--- config.mk ---
export PLATFORM = sky130hd
export DESIGN_NAME = sa_02
export DESIGN_NICKNAME = d
export VERILOG_FILES = /design/src/rtl/sa_pkg.sv /design/src/rtl/sa_02_outport.sv /design/src/rtl/sa_02.sv
export SDC_FILE = /design/constraint.sdc
export NUM_CORES = 1
export LEC_CHECK = 0
export CORE_ASPECT_RATIO = 1.5
export CORE_MARGIN = 4
export CORE_UTILIZATION = 42
export CTS_CLUSTER_DIAMETER = 40
export CTS_CLUSTER_SIZE = 14
export DETAILED_ROUTE_END_ITERATION = 8
export PLACE_DENSITY = 0.78
export SYNTH_ARGS = -nofsm -noshare
export SYNTH_HDL_FRONTEND = slang
export SYNTH_HIERARCHICAL = 1
export SYNTH_SLANG_ARGS = --single-unit
export TNS_END_PERCENT = 10
--- constraint.sdc ---
create_clock -name sa_clk -period 3.8 [get_ports sa_clk]
set_input_delay 0.76 -clock sa_clk [delete_from_list [all_inputs] [get_ports sa_clk]]
set_output_delay 0.76 -clock sa_clk [all_outputs]
set_load 0.01 [all_outputs]
--- src/rtl/sa_pkg.sv ---
// sa_pkg: direction bit indices, input indices and legal-direction check for the sa_02 switch allocator
package sa_pkg;
  localparam int DIR_W = 0;
  localparam int DIR_S = 1;
  localparam int DIR_L = 2;
  localparam int DIR_RSV = 3;
  localparam int IN_W = 0;
  localparam int IN_S = 1;
  localparam int IN_L = 2;
  function automatic logic dir_legal(input logic [3:0] d);
    return !d[DIR_RSV] && (d[2:0] == 3'b001 || d[2:0] == 3'b010 || d[2:0] == 3'b100);
  endfunction
endpackage

--- src/rtl/sa_02_outport.sv ---
// sa_02_outport: round-robin arbiter, credit counter and output register for one output link
// SA02_STATS_EN adds saturating grant and stall counters
module sa_02_outport import sa_pkg::*; #(
  parameter int DEPTH = 8,
  parameter int WIDTH = 3,
  parameter int DATASIZE = 40
) (
  input  logic                     clk,
  input  logic                     rst,
  input  logic [2:0]               cand,
  input  logic [2:0][DATASIZE-1:0] data_in,
  input  logic                     credit_in,
  output logic [2:0]               grant,
  output logic [DATASIZE-1:0]      data_out,
  output logic                     valid_out,
  output logic [WIDTH:0]           credit_out,
  output logic                     ovf
`ifdef SA02_STATS_EN
  ,
  output logic [15:0]              grant_cnt,
  output logic [15:0]              stall_cnt
`endif
);
  localparam logic [WIDTH:0] FULL = (WIDTH+1)'(DEPTH);
  logic [1:0] ptr, win, idx;
  logic hit;
  logic [2:0] cand_ok;
  assign cand_ok = credit_out != '0 ? cand : 3'b000;
  // scan from the farthest slot back so the first candidate at/after ptr wins
  always_comb begin
    win = ptr;
    hit = 1'b0;
    idx = '0;
    for (int k = 2; k >= 0; k--) begin
      idx = 2'(({1'b0, ptr} + 3'(k)) % 3'd3);
      if (cand_ok[idx]) begin
        win = idx;
        hit = 1'b1;
      end
    end
  end
  assign grant = hit ? 3'b001 << win : 3'b000;
  assign ovf = credit_in && !hit && credit_out == FULL;
  always_ff @(posedge clk or posedge rst)
    if (rst) begin
      ptr <= '0;
      credit_out <= FULL;
      valid_out <= 1'b0;
      data_out <= '0;
    end else begin
      valid_out <= hit;
      if (hit) begin
        data_out <= data_in[win];
        ptr <= win == 2'(IN_L) ? 2'(IN_W) : win + 2'd1;
      end
      if (hit && !credit_in) credit_out <= credit_out - 1'b1;
      else if (!hit && credit_in && credit_out != FULL) credit_out <= credit_out + 1'b1;
    end
`ifdef SA02_STATS_EN
  always_ff @(posedge clk or posedge rst)
    if (rst) begin
      grant_cnt <= '0;
      stall_cnt <= '0;
    end else begin
      if (hit && grant_cnt != '1) grant_cnt <= grant_cnt + 1'b1;
      if (cand != '0 && credit_out == '0 && stall_cnt != '1) stall_cnt <= stall_cnt + 1'b1;
    end
`endif
endmodule

--- src/rtl/sa_02.sv ---
// sa_02: switch allocator / output scheduler for router node 02 (W, S, L inputs to W, S, L outputs)
// SA02_STATS_EN exports per-output grant and stall counters
module sa_02 import sa_pkg::*; #(
  parameter int DEPTH = 8,
  parameter int WIDTH = 3,
  parameter int DATASIZE = 40
) (
  input  logic                sa_clk,
  input  logic                rst,
  input  logic [DATASIZE-1:0] W_data_in,
  input  logic [DATASIZE-1:0] S_data_in,
  input  logic [DATASIZE-1:0] L_data_in,
  input  logic [3:0]          W_dir_in,
  input  logic [3:0]          S_dir_in,
  input  logic [3:0]          L_dir_in,
  input  logic                W_req,
  input  logic                S_req,
  input  logic                L_req,
  output logic                W_ack,
  output logic                S_ack,
  output logic                L_ack,
  output logic [DATASIZE-1:0] W_data_out,
  output logic [DATASIZE-1:0] S_data_out,
  output logic [DATASIZE-1:0] L_data_out,
  output logic                W_valid_out,
  output logic                S_valid_out,
  output logic                L_valid_out,
  input  logic                W_credit_in,
  input  logic                S_credit_in,
  input  logic                L_credit_in,
  output logic [WIDTH:0]      W_credit_out,
  output logic [WIDTH:0]      S_credit_out,
  output logic [WIDTH:0]      L_credit_out,
`ifdef SA02_STATS_EN
  output logic [15:0]         W_grant_cnt,
  output logic [15:0]         S_grant_cnt,
  output logic [15:0]         L_grant_cnt,
  output logic [15:0]         W_stall_cnt,
  output logic [15:0]         S_stall_cnt,
  output logic [15:0]         L_stall_cnt,
`endif
  output logic                dir_err
);
  logic [2:0][DATASIZE-1:0] din, dout;
  logic [2:0][3:0] dir;
  logic [2:0][2:0] cand, grant;
  logic [2:0][WIDTH:0] cout;
  logic [2:0] req, legal, illegal, ack, vout, cin, ovf;
  assign din = {L_data_in, S_data_in, W_data_in};
  assign dir = {L_dir_in, S_dir_in, W_dir_in};
  assign req = {L_req, S_req, W_req};
  assign cin = {L_credit_in, S_credit_in, W_credit_in};
  assign {L_ack, S_ack, W_ack} = ack;
  assign {L_valid_out, S_valid_out, W_valid_out} = vout;
  assign {L_data_out, S_data_out, W_data_out} = dout;
  assign {L_credit_out, S_credit_out, W_credit_out} = cout;
  // an illegal request is acked so the channel drains, but never reaches an arbiter
  for (genvar i = 0; i < 3; i++) begin : g_in
    assign legal[i] = req[i] && dir_legal(dir[i]);
    assign illegal[i] = req[i] && !dir_legal(dir[i]);
    assign ack[i] = grant[0][i] | grant[1][i] | grant[2][i] | illegal[i];
    for (genvar o = 0; o < 3; o++) begin : g_cand
      assign cand[o][i] = legal[i] && dir[i][o];
    end
  end
`ifdef SA02_STATS_EN
  logic [2:0][15:0] gcnt, scnt;
  assign {L_grant_cnt, S_grant_cnt, W_grant_cnt} = gcnt;
  assign {L_stall_cnt, S_stall_cnt, W_stall_cnt} = scnt;
`endif
  for (genvar o = 0; o < 3; o++) begin : g_out
    sa_02_outport #(.DEPTH(DEPTH), .WIDTH(WIDTH), .DATASIZE(DATASIZE)) u_port (
      .clk(sa_clk),
      .rst(rst),
      .cand(cand[o]),
      .data_in(din),
      .credit_in(cin[o]),
      .grant(grant[o]),
      .data_out(dout[o]),
      .valid_out(vout[o]),
      .credit_out(cout[o]),
`ifdef SA02_STATS_EN
      .grant_cnt(gcnt[o]),
      .stall_cnt(scnt[o]),
`endif
      .ovf(ovf[o])
    );
  end
  always_ff @(posedge sa_clk or posedge rst)
    if (rst) dir_err <= 1'b0;
    else if (|illegal || |ovf) dir_err <= 1'b1;
endmodule

==> results of run 1 <==
==> cell type report <==
class	count	area [µm²]	area share (%)
Multi-Input combinational cell	580	4544	36.10
Sequential cell	142	3557	28.26
Tap cell	260	325.3	2.584
Clock inverter	12	162.7	1.292
Clock buffer	20	446.7	3.548
Inverter	21	78.83	0.6262
Timing Repair Buffer	372	3468	27.55
Antenna cell	2	5.005	0.03976
==> per-stage QoR <==
stage	std cells	total power, mW
floorplan	809	5.839
global placement	1363	8.213
detailed placement	1363	8.312
CTS	1406	10.14
global route	1409	10.72
finish	1409	10.18
==> synthesized netlist by cell type (3+ instances only) <==
| cell type | n |
|---|---|
| a21oi_1 | 36 |
| inv_1 | 18 |
| nor4_1 | 6 |
| o21ai_1 | 65 |
| a22oi_2 | 9 |
| a221oi_1 | 23 |
| nand2_1 | 20 |
| o21ai_0 | 15 |
| a21o_1 | 3 |
| nor2_1 | 39 |
| nand2b_1 | 8 |
| a221o_1 | 19 |
| dfrtp_1 | 139 |
| nor3_1 | 13 |
| a22o_1 | 17 |
| clkbuf_1 | 19 |
| or4b_1 | 3 |
| buf_2 | 23 |
| a31oi_1 | 5 |
| ha_1 | 9 |
| buf_6 | 21 |
| nor2b_1 | 3 |
| o22ai_1 | 5 |
| nor4b_1 | 11 |
| mux2i_1 | 83 |
| xnor2_1 | 13 |
| and3_1 | 4 |
| and2_1 | 3 |
| a22oi_1 | 75 |
| xor2_1 | 4 |
| a2111o_1 | 3 |
| o21ai_2 | 9 |
| o311ai_1 | 3 |
| nand3_1 | 24 |
| dfstp_2 | 3 |
==> logic make-up after synthesis <==
logic type,count (synthesis),share of synthesized area (%)
XOR/XNOR,17,1.773
flip-flops,142,42.36
AO/OA/AOI/OAI,316,27.89
buffers and inverters,87,6.153
AND/OR/NAND/NOR,149,9.818
multiplexers,86,10.30
adder cells (fa/ha/maj),12,1.713
==> power by group through the flow <==
stage | logic [mW] | registers [mW] | clock network (mW)
CTS | 5.61 | 2.75 | 1.78
floorplan | 2.86 | 2.97 | 0
global placement | 5.47 | 2.75 | 0
global route | 6.04 | 2.83 | 1.85
detailed placement | 5.55 | 2.76 | 0
finish | 5.67 | 2.76 | 1.75
==> sequential cells by signal, summed over array words and instances (netlist names) <==
name	cells
g_out.u_port/ptr	6
g_out.u_port/valid_out	3
g_out.u_port/credit_out	12
dir_err	1
g_out.u_port/data_out	120
==> worst min-delay path, cell delays in order (launching register included) <==
cell and delay [ps]:
dfrtp_1 340, a22oi_1 70, o21ai_0 70
==> layer usage <==
metal  vias up  global-route usage, %  wire [µm]
met2       436                  51.81      17470
met1      4307                  32.97      12070
met3       120                  6.044       2202
met4         0                  16.27       1924
li1       3804                      -          -
met5         -                      0          0
==> worst paths after layout <==
path                                                      startpoint  slack, ps                                        end
min                         g_out[1].u_port/data_out[37]$_DFFE_PP0P_        520   g_out[1].u_port/data_out[37]$_DFFE_PP0P_
max                                                      S_dir_in[1]         40                                      L_ack
min in group asynchronous                                        rst        600                        dir_err$_DFFE_PP0P_
max in group asynchronous                                        rst       2100    g_out[0].u_port/data_out[4]$_DFFE_PP0P_
min reg2reg                 g_out[1].u_port/data_out[37]$_DFFE_PP0P_        520   g_out[1].u_port/data_out[37]$_DFFE_PP0P_
max reg2reg                g_out[0].u_port/credit_out[0]$_DFFE_PP0P_        460  g_out[0].u_port/credit_out[2]$_DFFE_PP0P_
==> timing repair <==
action,4_1_cts,5_1_grt
pin swaps,17,11
resized for setup,42,14
endpoints found under the setup margin,3,3
buffers inserted,11,1
==> impl_metrics.yaml, run 1 <==
timing:
  whs_ps: 518.7
  finalCriticalPeriod_ps: 3756
  slew_viol_final: 0
  hold_viol_final: 0
  grt_setup_unrepaired: "yes"
  fin_ws_ps: 44.31
  fin_worst_skew_ps: 10.89
  min_period_over_period_pct: 98.83
  slew_headroom_pct: 17.96
  tightest_slew_ps: 1219
  setup_viol: 0
  fin_tns_setup_ps: 0
  max_freq_ghz: 0.2663
synth:
  syn-cell-area_mm2: 0.008398
  synth_top_area_cell: "dfrtp_1"
  synth_edf_count: 0
  yosys.area.top_type_share_pct: 41.42
  yosysSeqAreaShare_pct: 42.36
  synthFlopType: "dfrtp_1"
  syn_nets: 958
  async_reset_ff_share_pct: 100.0
  syn_area_per_cell_um2: 10.38
  syn_inst: 809
  ys_warn_count: 6
  yosys-top-cells-area: "dfrtp_1, mux2i_1, a22oi_1"
  yosys_register_bits: 142
  synthDistinctLibCells: 72
place:
  place_worst_setup_slack_ps: -747.8
  placed_area_mm2: 0.01176
  portBuffers: 278
  place_hpwl_um: 23120
  globalplace.congestion: 0.8672
floorplanning:
  die_y_um: 181.2
  start_util_pct: 42.62
  die-area_mm2: 0.02237
  coreArea_mm2: 0.01971
  die_x_um: 123.5
  ios: 279
  num_rows: 63
drt:
  dr.pass1.iters: 5
  wl_per_cell_um: 23.89
  avgViaCountPerCell: 6.151
  antenna_left: 0
  wirelength_um: 33670
  drc: 0
  num_vias: 8667
  drt_iter0_markers: 625
pwr:
  p_clk_share_pct: 17.2
  p_int_mw: 6.095
  swShare_pct: 40.15
  pwr-share-seq_pct: 27.1
  p_leak_nw: 5.291
  switching_power_mw: 4.088
  ir_worst_vdd_mv: 0.4264
  comb_power_share_pct: 55.7
  p_per_area_mw_per_mm2: 808.9
global_routing:
  grt_pass1_vias: 9165
  grt_usage_pct: 29.64
  antenna_found_initial: 2
  grt_max_degree: 45
  grt_pass1_wl_um: 51230
  grt_overflow: 0
finish:
  final_common_cell: "clkdlybuf4s50_1"
  nets: 1283
  postLayoutCellArea_mm2: 0.01259
  fill_cells: 1692
  mostFrequentLayoutCells: "clkdlybuf4s50_1, dfrtp_1, buf_4"
  drive_gt1_share_pct: 18.22
  area_growth_pct: 49.90
  final_util_pct: 63.88
clock_network:
  ctsLongestPathBuffers: 2
  clk_latency_ps: 420
  hold_buffers: 0
  cts_buffers: 17
  clkTransAtPathRegs_ps: 60
  cts-root-buf: "clkbuf_16"
  htreeDepth: 4
  clock-sinks: 142
  cts_tree: "yes"
worst_setup_path:
  critPathBufInv: 4
  required_ps: 3040
  cp.depth: 11
  cp_max_fo: 5
  cp_slowest_cell: "dlygate4sd2_1"
  cp.arrival_ps: 3000
  r2r_cells: 9
  worst-setup-path-type: "input pin to output port"
  cp-start-kind: "input pin"
  cpPeakStageDelay_ps: 390
  cp_cell_sequence: "dlygate4sd2_1 > nor4b_4 > buf_4 > nand2b_1 > a221o_1 > o32ai_2 > buf_4 > nor3_4 > nor3_2 > nand2_1 > buf_2"
  cp_top_family: "buffers and inverters"
  worstSetupEndpointType: "output port"
  crit_path_frequent_cell: "buf_4"
flow_run:
  cap_violations: 0
worst_hold_path:
  worst_hold_path_type: "flip-flop to flip-flop"
  hold_depth: 2
status:
  status: "complete, no violations"
Power figures use the tool's default switching activity.
==> inputs of run 2 (changes only) <==
--- a/config.mk
+++ b/config.mk
@@ -7,13 +7,12 @@
 export LEC_CHECK = 0
 export CORE_ASPECT_RATIO = 1.5
 export CORE_MARGIN = 4
-export CORE_UTILIZATION = 42
+export CORE_UTILIZATION = 43
 export CTS_CLUSTER_DIAMETER = 40
 export CTS_CLUSTER_SIZE = 14
 export DETAILED_ROUTE_END_ITERATION = 8
-export PLACE_DENSITY = 0.78
+export PLACE_DENSITY = 0.79
 export SYNTH_ARGS = -nofsm -noshare
 export SYNTH_HDL_FRONTEND = slang
-export SYNTH_HIERARCHICAL = 1
 export SYNTH_SLANG_ARGS = --single-unit
 export TNS_END_PERCENT = 10
==> run 2 against run 1 <==
Compared with the run above:
- core utilization increased by 0.055 points
- clock skew increased by 4.1 ps
- sequential cell count unchanged
- critical path depth unchanged
- power decreased by 3.2%
- via count increased by 4.8%
- global-route usage decreased by 2.9 points
- count of clock-buffer cells in the layout decreased by 1
- final area increased by 4.1%
- sequential share of layout area decreased by 1.1 points
- first-iteration DRC count increased by 5.8%
- critical endpoint unchanged
- highest routed layer unchanged
==> impl_metrics.yaml, run 2 <==
clock_network:
  htreeDepth: 4
  hold_buffers: 0
  clk_latency_ps: 430
  ctsLongestPathBuffers: 2
  cts-root-buf: "clkbuf_16"
  clock-sinks: 142
  cts_tree: "yes"
  clkTransAtPathRegs_ps: 60
  cts_buffers: 17
worst_setup_path:
  worstSetupStartpoint: "W_dir_in[3]"
  endpoint: "L_ack"
  rrSetupSlack_ps: 480
  worstSetupEndpointType: "output port"
  reg2reg_to: "g_out[1].u_port.credit_out[2]$_DFFE_PP0P_"
  cp_cell_sequence: "clkdlybuf4s50_1 > nand2b_4 > buf_6 > or3_4 > a2111oi_4 > a211o_1 > a221oi_4 > buf_4 > nand2_1 > nand4_1 > buf_2"
  cp.arrival_ps: 3020
  cp-start-kind: "input pin"
  r2r_cells: 11
  cp_slowest_cell: "clkdlybuf4s50_1"
  required_ps: 3040
  cpPeakStageDelay_ps: 420
  critPathBufInv: 4
  cp_max_fo: 10
  worst-setup-path-type: "input pin to output port"
  worstReg2RegStart: "g_out[1].u_port.ptr[1]$_DFFE_PP0P_"
  cp.depth: 11
  cp_top_family: "buffers and inverters"
global_routing:
  antenna_found_initial: 0
  grt_pass1_wl_um: 49730
  grt_overflow: 0
  grt_max_degree: 143
  grt_usage_pct: 26.72
  grt_pass1_vias: 9303
timing:
  slew_viol_final: 0
  fin_worst_skew_ps: 14.95
  min_period_over_period_pct: 99.51
  max_freq_ghz: 0.2645
  tightest_slew_ps: 947.0
  hold_viol_final: 0
  grt_setup_unrepaired: "yes"
  finalCriticalPeriod_ps: 3781
  slew_headroom_pct: 36.87
  setup_viol: 0
synth:
  syn_area_per_cell_um2: 9.442
  yosysMostFrequentCell: "dfrtp_1"
  yosys_register_bits: 142
  yosys.area.top_type_share_pct: 38.70
  ys_warn_count: 0
  syn_nets: 1101
  yosysSeqAreaShare_pct: 39.57
  async_reset_ff_share_pct: 100.0
  yosys-top-cells-area: "dfrtp_1, mux2i_1, a221o_1"
  synth_top_area_cell: "dfrtp_1"
  synthFlopType: "dfrtp_1"
  synth_edf_count: 0
  synthTopCellsByCount: "dfrtp_1, mux2i_1, nor2_1"
  syn-cell-area_mm2: 0.008989
  synthDistinctLibCells: 73
  syn_inst: 952
drt:
  antenna_left: 0
  wl_per_cell_um: 21.24
  wirelength_um: 32120
  dr.pass1.iters: 6
  drc: 0
  num_vias: 9085
  avgViaCountPerCell: 6.009
  drt_iter0_markers: 661
worst_hold_path:
  worst_hold_path_type: "flip-flop to flip-flop"
finish:
  fin_cells: 1512
  nets: 1384
  fill_cells: 1674
  mostFrequentLayoutCells: "clkdlybuf4s50_1, dfrtp_1, mux2i_1"
  final_common_cell: "clkdlybuf4s50_1"
  top_regs: "g_out.u_port.data_out (120), g_out.u_port.credit_out (12), g_out.u_port.ptr (6)"
  area_growth_pct: 45.81
  regMostFlops: "g_out.u_port.data_out"
  n_antenna_cell: 0
  largest_register_ffs: 120
  drive_gt1_share_pct: 14.34
pwr:
  ir_worst_vdd_mv: 0.4431
  p_leak_nw: 5.835
  total_power_mw: 9.852
  p_per_area_mw_per_mm2: 751.7
floorplanning:
  die_x_um: 126.1
  start_util_pct: 43.85
  die_y_um: 185.1
  num_rows: 64
  die-area_mm2: 0.02333
  ios: 279
  coreArea_mm2: 0.02050
flow_run:
  cap_violations: 0
place:
  portBuffers: 278
  globalplace.congestion: 0.8862
  dp_cells: 1476
  place_hpwl_um: 21440
status:
  status: "complete, no violations"
run 2: cell types whose count changed after synthesis, moves of 23 or more:
cell / delta
nor2b_1: +29
o221ai_1: +41
a221o_1: +23
inv_1: +33
a21oi_1: -31
clkbuf_1: +26
mux2i_1: +24
a22oi_1: -71
nor3_1: +37
nand2_1: +38
nor2_1: +29
o21ai_1: -41
run 2: how the worst min path moves through the flow:
stage | to | from | slack (ps) | depth (start not counted)
final | g_out[1].u_port.data_out[21]$_DFFE_PP0P_ | g_out[1].u_port.data_out[21]$_DFFE_PP0P_ | 490 | 2
after global routing | g_out[1].u_port.data_out[24]$_DFFE_PP0P_ | g_out[1].u_port.data_out[24]$_DFFE_PP0P_ | 510 | 2
after CTS | g_out[1].u_port.data_out[21]$_DFFE_PP0P_ | g_out[1].u_port.data_out[21]$_DFFE_PP0P_ | 490 | 2
after detailed placement | g_out[1].u_port.data_out[14]$_DFFE_PP0P_ | g_out[1].u_port.data_out[14]$_DFFE_PP0P_ | 470 | 2
after global placement | g_out[1].u_port.data_out[16]$_DFFE_PP0P_ | g_out[1].u_port.data_out[16]$_DFFE_PP0P_ | 470 | 2
after floorplan | g_out[1].u_port.data_out[0]$_DFFE_PP0P_ | g_out[1].u_port.data_out[0]$_DFFE_PP0P_ | 520 | 2
run 2: layer usage:
layer / track usage, % / up-vias / wire length, µm
met3: 6.376 / 82 / 2235
li1: - / 4126 / -
met2: 47.15 / 423 / 16540
met5: 0 / - / 0
met1: 30.31 / 4454 / 11930
met4: 12.92 / 0 / 1415
run 2: layout make-up:
cell class,count,area [µm²],area share [%]
Multi-Input combinational cell,672,5095,38.87
Sequential cell,142,3557,27.14
Timing Repair Buffer,350,3344,25.52
Clock buffer,19,452.9,3.456
Tap cell,264,330.3,2.520
Inverter,52,198.9,1.518
Clock inverter,13,127.6,0.9737
run 2: power breakdown:
part	switching [mW]	internal, mW	total, mW
clock network	0.714	0.948	1.66
registers	0.469	2.20	2.67
logic	2.82	2.70	5.52
total	4.00	5.85	9.85
run 2: worst min-delay path, cell delays in order (launching register included):
cell	delay, ps
dfrtp_1	340
nand2_1	50
o221ai_1	60
run 2: stage by stage:
step	util (%)	hold WS, ps	setup slack (ps)	setup TNS, ps	instance area (µm²)
4_1_cts	63.51	488.5	20.35	0	13020
3_5_place_dp	60.14	472.8	-706.9	-24250	12330
6_report	63.93	488.0	18.76	0	13110
5_1_grt	63.93	509.3	-16.51	-16.51	13110
2_1_floorplan	-	524.1	233.1	0	8992
3_3_place_gp	60.14	468.1	-611.0	-14680	12330
run 2: kinds of logic after synthesis:
family / Yosys count / synth area share (%)
muxes: 110 / 12.29
and+or+nand+nor: 305 / 17.37
xor gates and xnor gates: 12 / 1.169
adders and majority gates: 13 / 1.726
AOI/OAI and AO/OA: 232 / 21.34
buffers and inverters: 138 / 6.528
DFF: 142 / 39.57
run 2: timing repair:
| item | CTS | global route |
|---|---|---|
| gates resized for setup | 64 | 16 |
| endpoints found under the setup margin | 3 | 3 |
| buffers inserted | 3 | 1 |
| pin swaps | 13 | 7 |
